$ cat config.mk
export PLATFORM = sky130hd
export DESIGN_NAME = reorder_buffer_flat
export DESIGN_NICKNAME = d
export VERILOG_FILES = /design/src/rtl/reorder_buffer_if.sv /design/src/rtl/reorder_buffer.sv /design/src/flat_wrapper.sv
export SDC_FILE = /design/constraint.sdc
export NUM_CORES = 1
export LEC_CHECK = 0
export CORE_MARGIN = 4
export CORE_UTILIZATION = 50
export DETAILED_ROUTE_END_ITERATION = 10
export GPL_TIMING_DRIVEN = 0
export PLACE_DENSITY = 0.74
export SYNTH_ARGS = -nofsm -noshare
export SYNTH_HDL_FRONTEND = slang
export SYNTH_SLANG_ARGS = --single-unit
$ cat constraint.sdc
create_clock -name clk -period 7.5 [get_ports clk]
set_input_delay 2.25 -clock clk [delete_from_list [all_inputs] [get_ports clk]]
set_output_delay 2.25 -clock clk [all_outputs]
set_load 0.01 [all_outputs]
$ cat src/rtl/reorder_buffer_if.sv
// Bundle of the reorder buffer's issue, operand, CDB, commit and flush signals.
// master = decoder/RF/CDB side, slave = the reorder buffer itself.
interface reorder_buffer_if #(
    parameter int unsigned ROB_ID_WIDTH = 4
);
    logic                    issue_valid;
    logic                    issue_ready;
    logic [4:0]              issue_rd;
    logic                    issue_is_br;
    logic                    issue_pred_taken;
    logic [31:0]             issue_alt_pc;
    logic [ROB_ID_WIDTH-1:0] rob2rf_tag;

    logic [ROB_ID_WIDTH-1:0] rf2rob_lab1;
    logic [ROB_ID_WIDTH-1:0] rf2rob_lab2;
    logic [31:0]             rf2rob_val1;
    logic [31:0]             rf2rob_val2;
    logic [31:0]             op1_val;
    logic [31:0]             op2_val;
    logic [ROB_ID_WIDTH-1:0] op1_tag;
    logic [ROB_ID_WIDTH-1:0] op2_tag;

    logic                    cdb_en;
    logic [ROB_ID_WIDTH-1:0] cdb_tag;
    logic [31:0]             cdb_val;
    logic                    cdb_taken;

    logic                    commit_en;
    logic [4:0]              rob2rf_commit_rd;
    logic [31:0]             rob2rf_commit_res;
    logic [ROB_ID_WIDTH-1:0] rob2rf_commit_lab;
    logic                    flush;
    logic [31:0]             flush_pc;

    modport master (
        output issue_valid, issue_rd, issue_is_br, issue_pred_taken, issue_alt_pc,
        output rf2rob_lab1, rf2rob_lab2, rf2rob_val1, rf2rob_val2,
        output cdb_en, cdb_tag, cdb_val, cdb_taken,
        input  issue_ready, rob2rf_tag, op1_val, op2_val, op1_tag, op2_tag,
        input  commit_en, rob2rf_commit_rd, rob2rf_commit_res, rob2rf_commit_lab,
        input  flush, flush_pc
    );

    modport slave (
        input  issue_valid, issue_rd, issue_is_br, issue_pred_taken, issue_alt_pc,
        input  rf2rob_lab1, rf2rob_lab2, rf2rob_val1, rf2rob_val2,
        input  cdb_en, cdb_tag, cdb_val, cdb_taken,
        output issue_ready, rob2rf_tag, op1_val, op2_val, op1_tag, op2_tag,
        output commit_en, rob2rf_commit_rd, rob2rf_commit_res, rob2rf_commit_lab,
        output flush, flush_pc
    );
endinterface

$ cat src/rtl/reorder_buffer.sv
// Circular reorder buffer: in-order commit, operand lookup by tag, flush on branch mispredict.
// Define ROB_BYPASS_EN to forward the same-cycle CDB result into operand resolution.
module reorder_buffer #(
    parameter int unsigned ROB_SIZE     = 8,
    parameter int unsigned ROB_ID_WIDTH = 4
) (
    input  logic            clk,
    input  logic            rst_in,
    input  logic            rdy_in,
    reorder_buffer_if.slave rob
);
    localparam int unsigned IDX_W = (ROB_SIZE > 1) ? $clog2(ROB_SIZE) : 1;
    localparam logic [IDX_W:0] FULL_CNT = (IDX_W + 1)'(ROB_SIZE);
    localparam logic [ROB_ID_WIDTH-1:0] MAX_TAG = ROB_ID_WIDTH'(ROB_SIZE);

    logic [IDX_W-1:0]        head_q, tail_q;
    logic [IDX_W:0]          count_q;
    logic [ROB_SIZE-1:0]     busy_q, ready_q;
    logic [ROB_SIZE-1:0]     is_br_q, pred_taken_q, taken_q;
    logic [4:0]              rd_q     [ROB_SIZE];
    logic [31:0]             value_q  [ROB_SIZE];
    logic [31:0]             alt_pc_q [ROB_SIZE];

    logic                    commit_en_q, flush_q;
    logic [31:0]             flush_pc_q, commit_res_q;
    logic [4:0]              commit_rd_q;
    logic [ROB_ID_WIDTH-1:0] commit_lab_q;

    logic                    issue_ready;
    logic                    do_alloc, do_cdb, do_commit, mispredict;
    logic [IDX_W-1:0]        cdb_idx, idx1, idx2;
    logic                    byp1, byp2;

    assign issue_ready = (count_q < FULL_CNT) && !flush_q;
    assign cdb_idx     = IDX_W'(rob.cdb_tag - ROB_ID_WIDTH'(1));

    assign do_alloc  = rob.issue_valid && issue_ready && rdy_in;
    // Tag 0 and tags beyond the buffer never name an entry.
    assign do_cdb    = rob.cdb_en && rdy_in && !flush_q && (rob.cdb_tag != '0) &&
                       (rob.cdb_tag <= MAX_TAG) && busy_q[cdb_idx];
    assign do_commit = busy_q[head_q] && ready_q[head_q] && rdy_in && !flush_q;
    assign mispredict = is_br_q[head_q] && (taken_q[head_q] != pred_taken_q[head_q]);

    always_ff @(posedge clk or negedge rst_in) begin
        if (!rst_in) begin
            head_q       <= '0;
            tail_q       <= '0;
            count_q      <= '0;
            busy_q       <= '0;
            ready_q      <= '0;
            commit_en_q  <= 1'b0;
            flush_q      <= 1'b0;
            flush_pc_q   <= '0;
            commit_rd_q  <= '0;
            commit_res_q <= '0;
            commit_lab_q <= '0;
        end else begin
            // Pulses are recomputed every edge so they never repeat while frozen.
            commit_en_q <= do_commit;
            flush_q     <= do_commit && mispredict;
            if (flush_q) begin
                head_q  <= '0;
                tail_q  <= '0;
                count_q <= '0;
                busy_q  <= '0;
                ready_q <= '0;
            end else if (rdy_in) begin
                if (do_alloc) begin
                    busy_q[tail_q]  <= 1'b1;
                    ready_q[tail_q] <= 1'b0;
                    tail_q          <= tail_q + IDX_W'(1);
                end
                if (do_cdb) begin
                    ready_q[cdb_idx] <= 1'b1;
                end
                if (do_commit) begin
                    busy_q[head_q] <= 1'b0;
                    head_q         <= head_q + IDX_W'(1);
                    commit_rd_q    <= rd_q[head_q];
                    commit_res_q   <= value_q[head_q];
                    commit_lab_q   <= ROB_ID_WIDTH'(head_q) + ROB_ID_WIDTH'(1);
                    if (mispredict) begin
                        flush_pc_q <= alt_pc_q[head_q];
                    end
                end
                if (do_alloc && !do_commit) begin
                    count_q <= count_q + (IDX_W + 1)'(1);
                end else if (!do_alloc && do_commit) begin
                    count_q <= count_q - (IDX_W + 1)'(1);
                end
            end
        end
    end

    // Payload needs no reset: it is only observed behind busy/ready.
    always_ff @(posedge clk) begin
        if (rdy_in && !flush_q) begin
            if (do_alloc) begin
                rd_q[tail_q]         <= rob.issue_rd;
                is_br_q[tail_q]      <= rob.issue_is_br;
                pred_taken_q[tail_q] <= rob.issue_pred_taken;
                alt_pc_q[tail_q]     <= rob.issue_alt_pc;
            end
            if (do_cdb) begin
                value_q[cdb_idx] <= rob.cdb_val;
                taken_q[cdb_idx] <= rob.cdb_taken;
            end
        end
    end

`ifdef ROB_BYPASS_EN
    assign byp1 = rob.cdb_en && (rob.cdb_tag == rob.rf2rob_lab1);
    assign byp2 = rob.cdb_en && (rob.cdb_tag == rob.rf2rob_lab2);
`else
    assign byp1 = 1'b0;
    assign byp2 = 1'b0;
`endif

    function automatic logic [ROB_ID_WIDTH+31:0] resolve(
        input logic [ROB_ID_WIDTH-1:0] lab,
        input logic [31:0]             rf_val,
        input logic                    byp,
        input logic [31:0]             byp_val,
        input logic                    ent_ready,
        input logic [31:0]             ent_val
    );
        if (lab == '0) return {rf_val, {ROB_ID_WIDTH{1'b0}}};
        if (byp)       return {byp_val, {ROB_ID_WIDTH{1'b0}}};
        if (ent_ready) return {ent_val, {ROB_ID_WIDTH{1'b0}}};
        return {32'd0, lab};
    endfunction

    assign idx1 = IDX_W'(rob.rf2rob_lab1 - ROB_ID_WIDTH'(1));
    assign idx2 = IDX_W'(rob.rf2rob_lab2 - ROB_ID_WIDTH'(1));

    assign {rob.op1_val, rob.op1_tag} = resolve(rob.rf2rob_lab1, rob.rf2rob_val1, byp1,
        rob.cdb_val, (rob.rf2rob_lab1 <= MAX_TAG) && ready_q[idx1], value_q[idx1]);
    assign {rob.op2_val, rob.op2_tag} = resolve(rob.rf2rob_lab2, rob.rf2rob_val2, byp2,
        rob.cdb_val, (rob.rf2rob_lab2 <= MAX_TAG) && ready_q[idx2], value_q[idx2]);

    assign rob.issue_ready       = issue_ready;
    assign rob.rob2rf_tag        = ROB_ID_WIDTH'(tail_q) + ROB_ID_WIDTH'(1);
    assign rob.commit_en         = commit_en_q;
    assign rob.rob2rf_commit_rd  = commit_rd_q;
    assign rob.rob2rf_commit_res = commit_res_q;
    assign rob.rob2rf_commit_lab = commit_lab_q;
    assign rob.flush             = flush_q;
    assign rob.flush_pc          = flush_pc_q;
endmodule
$ cat src/flat_wrapper.sv
// flat-port wrapper written by rule: the top's interface ports become plain ports
module reorder_buffer_flat 
#(
    parameter int unsigned ROB_SIZE     = 8,
    parameter int unsigned ROB_ID_WIDTH = 4
)
  (clk, rst_in, rdy_in, rob_issue_valid, rob_issue_rd, rob_issue_is_br, rob_issue_pred_taken, rob_issue_alt_pc, rob_rf2rob_lab1, rob_rf2rob_lab2, rob_rf2rob_val1, rob_rf2rob_val2, rob_cdb_en, rob_cdb_tag, rob_cdb_val, rob_cdb_taken, rob_issue_ready, rob_rob2rf_tag, rob_op1_val, rob_op2_val, rob_op1_tag, rob_op2_tag, rob_commit_en, rob_rob2rf_commit_rd, rob_rob2rf_commit_res, rob_rob2rf_commit_lab, rob_flush, rob_flush_pc);
  reorder_buffer_if #(.ROB_ID_WIDTH(ROB_ID_WIDTH)) rob_i ();
  input  logic clk;
  input  logic rst_in;
  input  logic rdy_in;
  input wire logic [$bits(rob_i.issue_valid)-1:0] rob_issue_valid;
  input wire logic [$bits(rob_i.issue_rd)-1:0] rob_issue_rd;
  input wire logic [$bits(rob_i.issue_is_br)-1:0] rob_issue_is_br;
  input wire logic [$bits(rob_i.issue_pred_taken)-1:0] rob_issue_pred_taken;
  input wire logic [$bits(rob_i.issue_alt_pc)-1:0] rob_issue_alt_pc;
  input wire logic [$bits(rob_i.rf2rob_lab1)-1:0] rob_rf2rob_lab1;
  input wire logic [$bits(rob_i.rf2rob_lab2)-1:0] rob_rf2rob_lab2;
  input wire logic [$bits(rob_i.rf2rob_val1)-1:0] rob_rf2rob_val1;
  input wire logic [$bits(rob_i.rf2rob_val2)-1:0] rob_rf2rob_val2;
  input wire logic [$bits(rob_i.cdb_en)-1:0] rob_cdb_en;
  input wire logic [$bits(rob_i.cdb_tag)-1:0] rob_cdb_tag;
  input wire logic [$bits(rob_i.cdb_val)-1:0] rob_cdb_val;
  input wire logic [$bits(rob_i.cdb_taken)-1:0] rob_cdb_taken;
  output wire logic [$bits(rob_i.issue_ready)-1:0] rob_issue_ready;
  output wire logic [$bits(rob_i.rob2rf_tag)-1:0] rob_rob2rf_tag;
  output wire logic [$bits(rob_i.op1_val)-1:0] rob_op1_val;
  output wire logic [$bits(rob_i.op2_val)-1:0] rob_op2_val;
  output wire logic [$bits(rob_i.op1_tag)-1:0] rob_op1_tag;
  output wire logic [$bits(rob_i.op2_tag)-1:0] rob_op2_tag;
  output wire logic [$bits(rob_i.commit_en)-1:0] rob_commit_en;
  output wire logic [$bits(rob_i.rob2rf_commit_rd)-1:0] rob_rob2rf_commit_rd;
  output wire logic [$bits(rob_i.rob2rf_commit_res)-1:0] rob_rob2rf_commit_res;
  output wire logic [$bits(rob_i.rob2rf_commit_lab)-1:0] rob_rob2rf_commit_lab;
  output wire logic [$bits(rob_i.flush)-1:0] rob_flush;
  output wire logic [$bits(rob_i.flush_pc)-1:0] rob_flush_pc;
  assign rob_i.issue_valid = rob_issue_valid;
  assign rob_i.issue_rd = rob_issue_rd;
  assign rob_i.issue_is_br = rob_issue_is_br;
  assign rob_i.issue_pred_taken = rob_issue_pred_taken;
  assign rob_i.issue_alt_pc = rob_issue_alt_pc;
  assign rob_i.rf2rob_lab1 = rob_rf2rob_lab1;
  assign rob_i.rf2rob_lab2 = rob_rf2rob_lab2;
  assign rob_i.rf2rob_val1 = rob_rf2rob_val1;
  assign rob_i.rf2rob_val2 = rob_rf2rob_val2;
  assign rob_i.cdb_en = rob_cdb_en;
  assign rob_i.cdb_tag = rob_cdb_tag;
  assign rob_i.cdb_val = rob_cdb_val;
  assign rob_i.cdb_taken = rob_cdb_taken;
  assign rob_issue_ready = rob_i.issue_ready;
  assign rob_rob2rf_tag = rob_i.rob2rf_tag;
  assign rob_op1_val = rob_i.op1_val;
  assign rob_op2_val = rob_i.op2_val;
  assign rob_op1_tag = rob_i.op1_tag;
  assign rob_op2_tag = rob_i.op2_tag;
  assign rob_commit_en = rob_i.commit_en;
  assign rob_rob2rf_commit_rd = rob_i.rob2rf_commit_rd;
  assign rob_rob2rf_commit_res = rob_i.rob2rf_commit_res;
  assign rob_rob2rf_commit_lab = rob_i.rob2rf_commit_lab;
  assign rob_flush = rob_i.flush;
  assign rob_flush_pc = rob_i.flush_pc;
  reorder_buffer #(.ROB_SIZE(ROB_SIZE), .ROB_ID_WIDTH(ROB_ID_WIDTH)) u_core (.clk(clk), .rst_in(rst_in), .rdy_in(rdy_in), .rob(rob_i));
endmodule
==> results.md <==
* Cell Pwr Density at approximately 310 mW/mm^2
* Clock Path Buffers at 3
* Layout cells sized above 1 at 0.323
* Final hold vios at 0
* CP Class: in2out
* Nets at roughly 2200
* Final worst slack at 0.0786 ns
* Placed Cells at approximately 2700
* Most instantiated library cell after synthesis: edfxtp_1
* Top_reg_cell synth: edfxtp_1
* Cell accounting for the most synthesized area: edfxtp_1
* Clock transition at path regs at 0.06 ns
* Crit end category: output pin
* Post-synth EDFFs at 576
* Min-Delay Path Class: reg2reg
* Critical path arrival at around 5.2 ns
* Pins Over Slew Limit at 0
* Clock power frac at 0.296
* Die height at roughly 260 microns
* Final ANT Viol Nets at 0
* Skew final at about 0.023 ns
* Vias in the first global route at 18805
* Seq/Total Area, Yosys at 0.646
* Psw at 3.51 mW
* Combinational share of power at 0.312
* Post-synth top cells: 576 x edfxtp_1, 273 x mux4_2, 136 x mux2_2
* Placement Cell Area at roughly 0.035 sq mm
* # hold bufs at CTS at 0
* Max Cap Viol at 0
* TritonCTS Sinks at approximately 680
* P_leak at approximately 13 nW
* Die width at about 260 microns
* Critical-path top delay cell: buf_1
* Wire length per cell at around 31 microns
* # setup viols final at 0
* Overflow after GRT at 0
* Design area at roughly 0.038 sq mm
* Crit path cell chain: buf_2 > buf_6 > buf_8 > inv_1 > ha_1 > nand2b_1 > nor2_1 > buf_1 > nand2_1 > o31ai_1 > clkdlybuf4s50_1
* CP max FO at 10
* Internal Pwr Total at around 8.5 mW
* RSZ-0062 raised after global routing: yes
* Initial core utilization at 0.506
* DRC viols at 0
* Warnings, synthesis at 0
* Die area at roughly 0.065 sq mm
* Core Util, Final at 0.628
* Largest net degree at the start of global routing at between 70 and 80
* Post-Syn Nets at 1760
* Io pins at 305
* Switch share at 0.293
* Post-route non-filler standard cell count at ~2900
* DP Wirelength at around 59000 microns
* Top cells by area, synth: edfxtp_1 56%, mux4_2 20%, dfrtp_1 8.2%
* DR iter-0 viols at 1997
* Htree depth at 3
* Inserted Clock Buffers at just over 70
* Row cnt at 90
* Total Routed Length at 87100 microns
* GRT Total Usage at 0.265
* Setup crit start kind: primary input
* Mapped Area at just over 0.03 sq mm
* Via Count at about 18000
* Placeable Area at just over 0.06 sq mm
* Async SR Flop Fraction at 0.149
* Status: finished clean
* Top cell type's share of synthesized area at 0.564
* Via density at ~6.3
* First-pass GRT wire length at ~130000 microns
* Root buffer cell: clkbuf_16
* Syn_area_per_cell at around 19 sq um
* Initial DRT Pass Iterations at 6
* Pre-CTS setup slack at -1.24 ns
* Crit share post-route at 0.990
* Worst VDD drop at between 0.0002 and 0.0003 V
* Synth Instances at 1598
* Post-synthesis cell type count at 54
* CTS tree: built
* I/O Buffers at around 300
* Flops & latches, synth at between 600 and 700
* Worst slew pin tran at between 1 and 1.5 ns
* Crit-path max cell delay at ~0.85 ns
* Flop pwr share at 0.392
* Initial antenna violation count at 16
* Post-layout min period at between 7 and 8 ns
* Clk Latency, worst-skew pair at around 0.61 ns
* Area growth syn-to-layout at 24.1%
* Placer Congestion at 0.827
* Fmax at around 130 MHz
* Total power at between 10 and 15 mW
* Worst EP required at around 5.3 ns
* Worst rel slew slack at 0.151
[cells in the final DEF (no fill, tap or decap), drive strengths merged, types with 4 or more instances in the layout]
master         synthesis  final
edfxtp               576    576
nor2b                  5      5
nor3                   5      5
nor2                  33     33
inv                   23     29
clkdlybuf4s50          0    301
bufinv                 0      5
clkinv                 0     21
mux4                 273    273
and2                  15     15
o31ai                 64     64
a211oi                 9      9
xor2                   7      7
buf                   52     96
xnor2                 11     11
dfrtp                101    101
nand2                 92     92
clkbuf                57    145
o21ai                 12     12
nand2b                 5      5
diode                  0      5
nor3b                  4      4
mux2i                 67     67
mux2                 139    139
ha                     8      8
o32ai                  6      6
a21oi                  4      4
clkinvlp               0      5
[stage by stage]
| stage | hold WS (ns) | TNS (ns) |
|---|---|---|
| final | 0.499 | 0 |
| after global routing | 0.515 | -0.0796 |
| after CTS | 0.501 | 0 |
| after detailed placement | 0.492 | -75.52 |
| after global placement | 0.471 | -651.55 |
| after floorplan | 0.502 | 0 |
[power groups by stage]
stage                     Combinational [mW]  Sequential [mW]  Clock [mW]
after floorplan                         2.08             4.78           0
after global placement                  3.60             4.76           0
after detailed placement                3.71             4.76           0
after CTS                               3.77             4.68        3.59
after global routing                    3.95             4.73        3.77
final                                   3.74             4.70        3.55
[logic make-up (layout without fill, tap and decap cells)]
kind of cell,after synthesis,after routing,synth area share
fa+ha+maj,9,9,0.00392
other cells,0,5,0
xor+xnor,18,18,0.00514
buf+inv,132,602,0.0186
flops,677,677,0.646
mux,479,479,0.273
compound gates,113,113,0.0277
simple gates,170,170,0.0253
[metal layers]
metal  part of all wire  GRT usage  routed length, microns
met5             0.0017          0                     149
met4              0.036     0.0981                    3170
met3               0.10     0.0733                    8800
met2               0.50      0.445                   43600
met1               0.36      0.332                   31400
[worst max-delay path, delay by kind of cell]
family                   cells  cell delay (ns)
AO/OA/AOI/OAI                1             0.11
buffers and inverters        6             2.09
adder cells (fa/ha/maj)      1             0.30
AND/OR/NAND/NOR              3             0.40
[path summary, 6_finish.rpt]
kind | to | cells after the start | start | slack, ns
max | rob_op2_val[0] | 11 | rob_rf2rob_lab2[0] | 0.08
min in group asynchronous | u_core.rob.rob2rf_commit_res[20]$_DFFE_PN0P_ | 1 | rst_in | 1.52
min | u_core.rob.flush_pc[17]$_DFFE_PN0P_ | 1 | u_core.rob.flush_pc[17]$_DFFE_PN0P_ | 0.50
min reg2reg | u_core.rob.flush_pc[17]$_DFFE_PN0P_ | 1 | u_core.rob.flush_pc[17]$_DFFE_PN0P_ | 0.50
max in group asynchronous | u_core.rob.flush_pc[4]$_DFFE_PN0P_ | 2 | rst_in | 5.16
max reg2reg | u_core.count_q[3]$_DFFE_PN0P_ | 14 | u_core.ready_q[6]$_DFFE_PN0P_ | 3.70
[flip-flops by register name, indices dropped and copies added (netlist names), 5 cells and up]
name	count
u_core.alt_pc_q	256
u_core.value_q	256
u_core.rd_q	40
u_core.rob.flush_pc	32
u_core.rob.rob2rf_commit_res	32
u_core.busy_q	8
u_core.is_br_q	8
u_core.pred_taken_q	8
u_core.ready_q	8
u_core.taken_q	8
u_core.rob.rob2rf_commit_rd	5
[timing repair]
action,CTS,global route
pin swaps,0,1
setup endpoints to repair,72,71
setup buffers,0,2
gates cloned,0,0
gates resized for setup,93,24
hold endpoints to repair,0,0
[final cells by class]
type | count | area, sq um
timing repair buffer | 338 | 3610
multi-input combinational | 789 | 10500
fill | 4093 | 22500
clock buffer | 95 | 2020
tap | 782 | 978
antenna | 5 | 12.5
sequential | 677 | 19800
clock inverter | 37 | 342
buffer | 109 | 671
inverter | 23 | 86.3
Note: power is estimated with default switching activity, not from simulation.
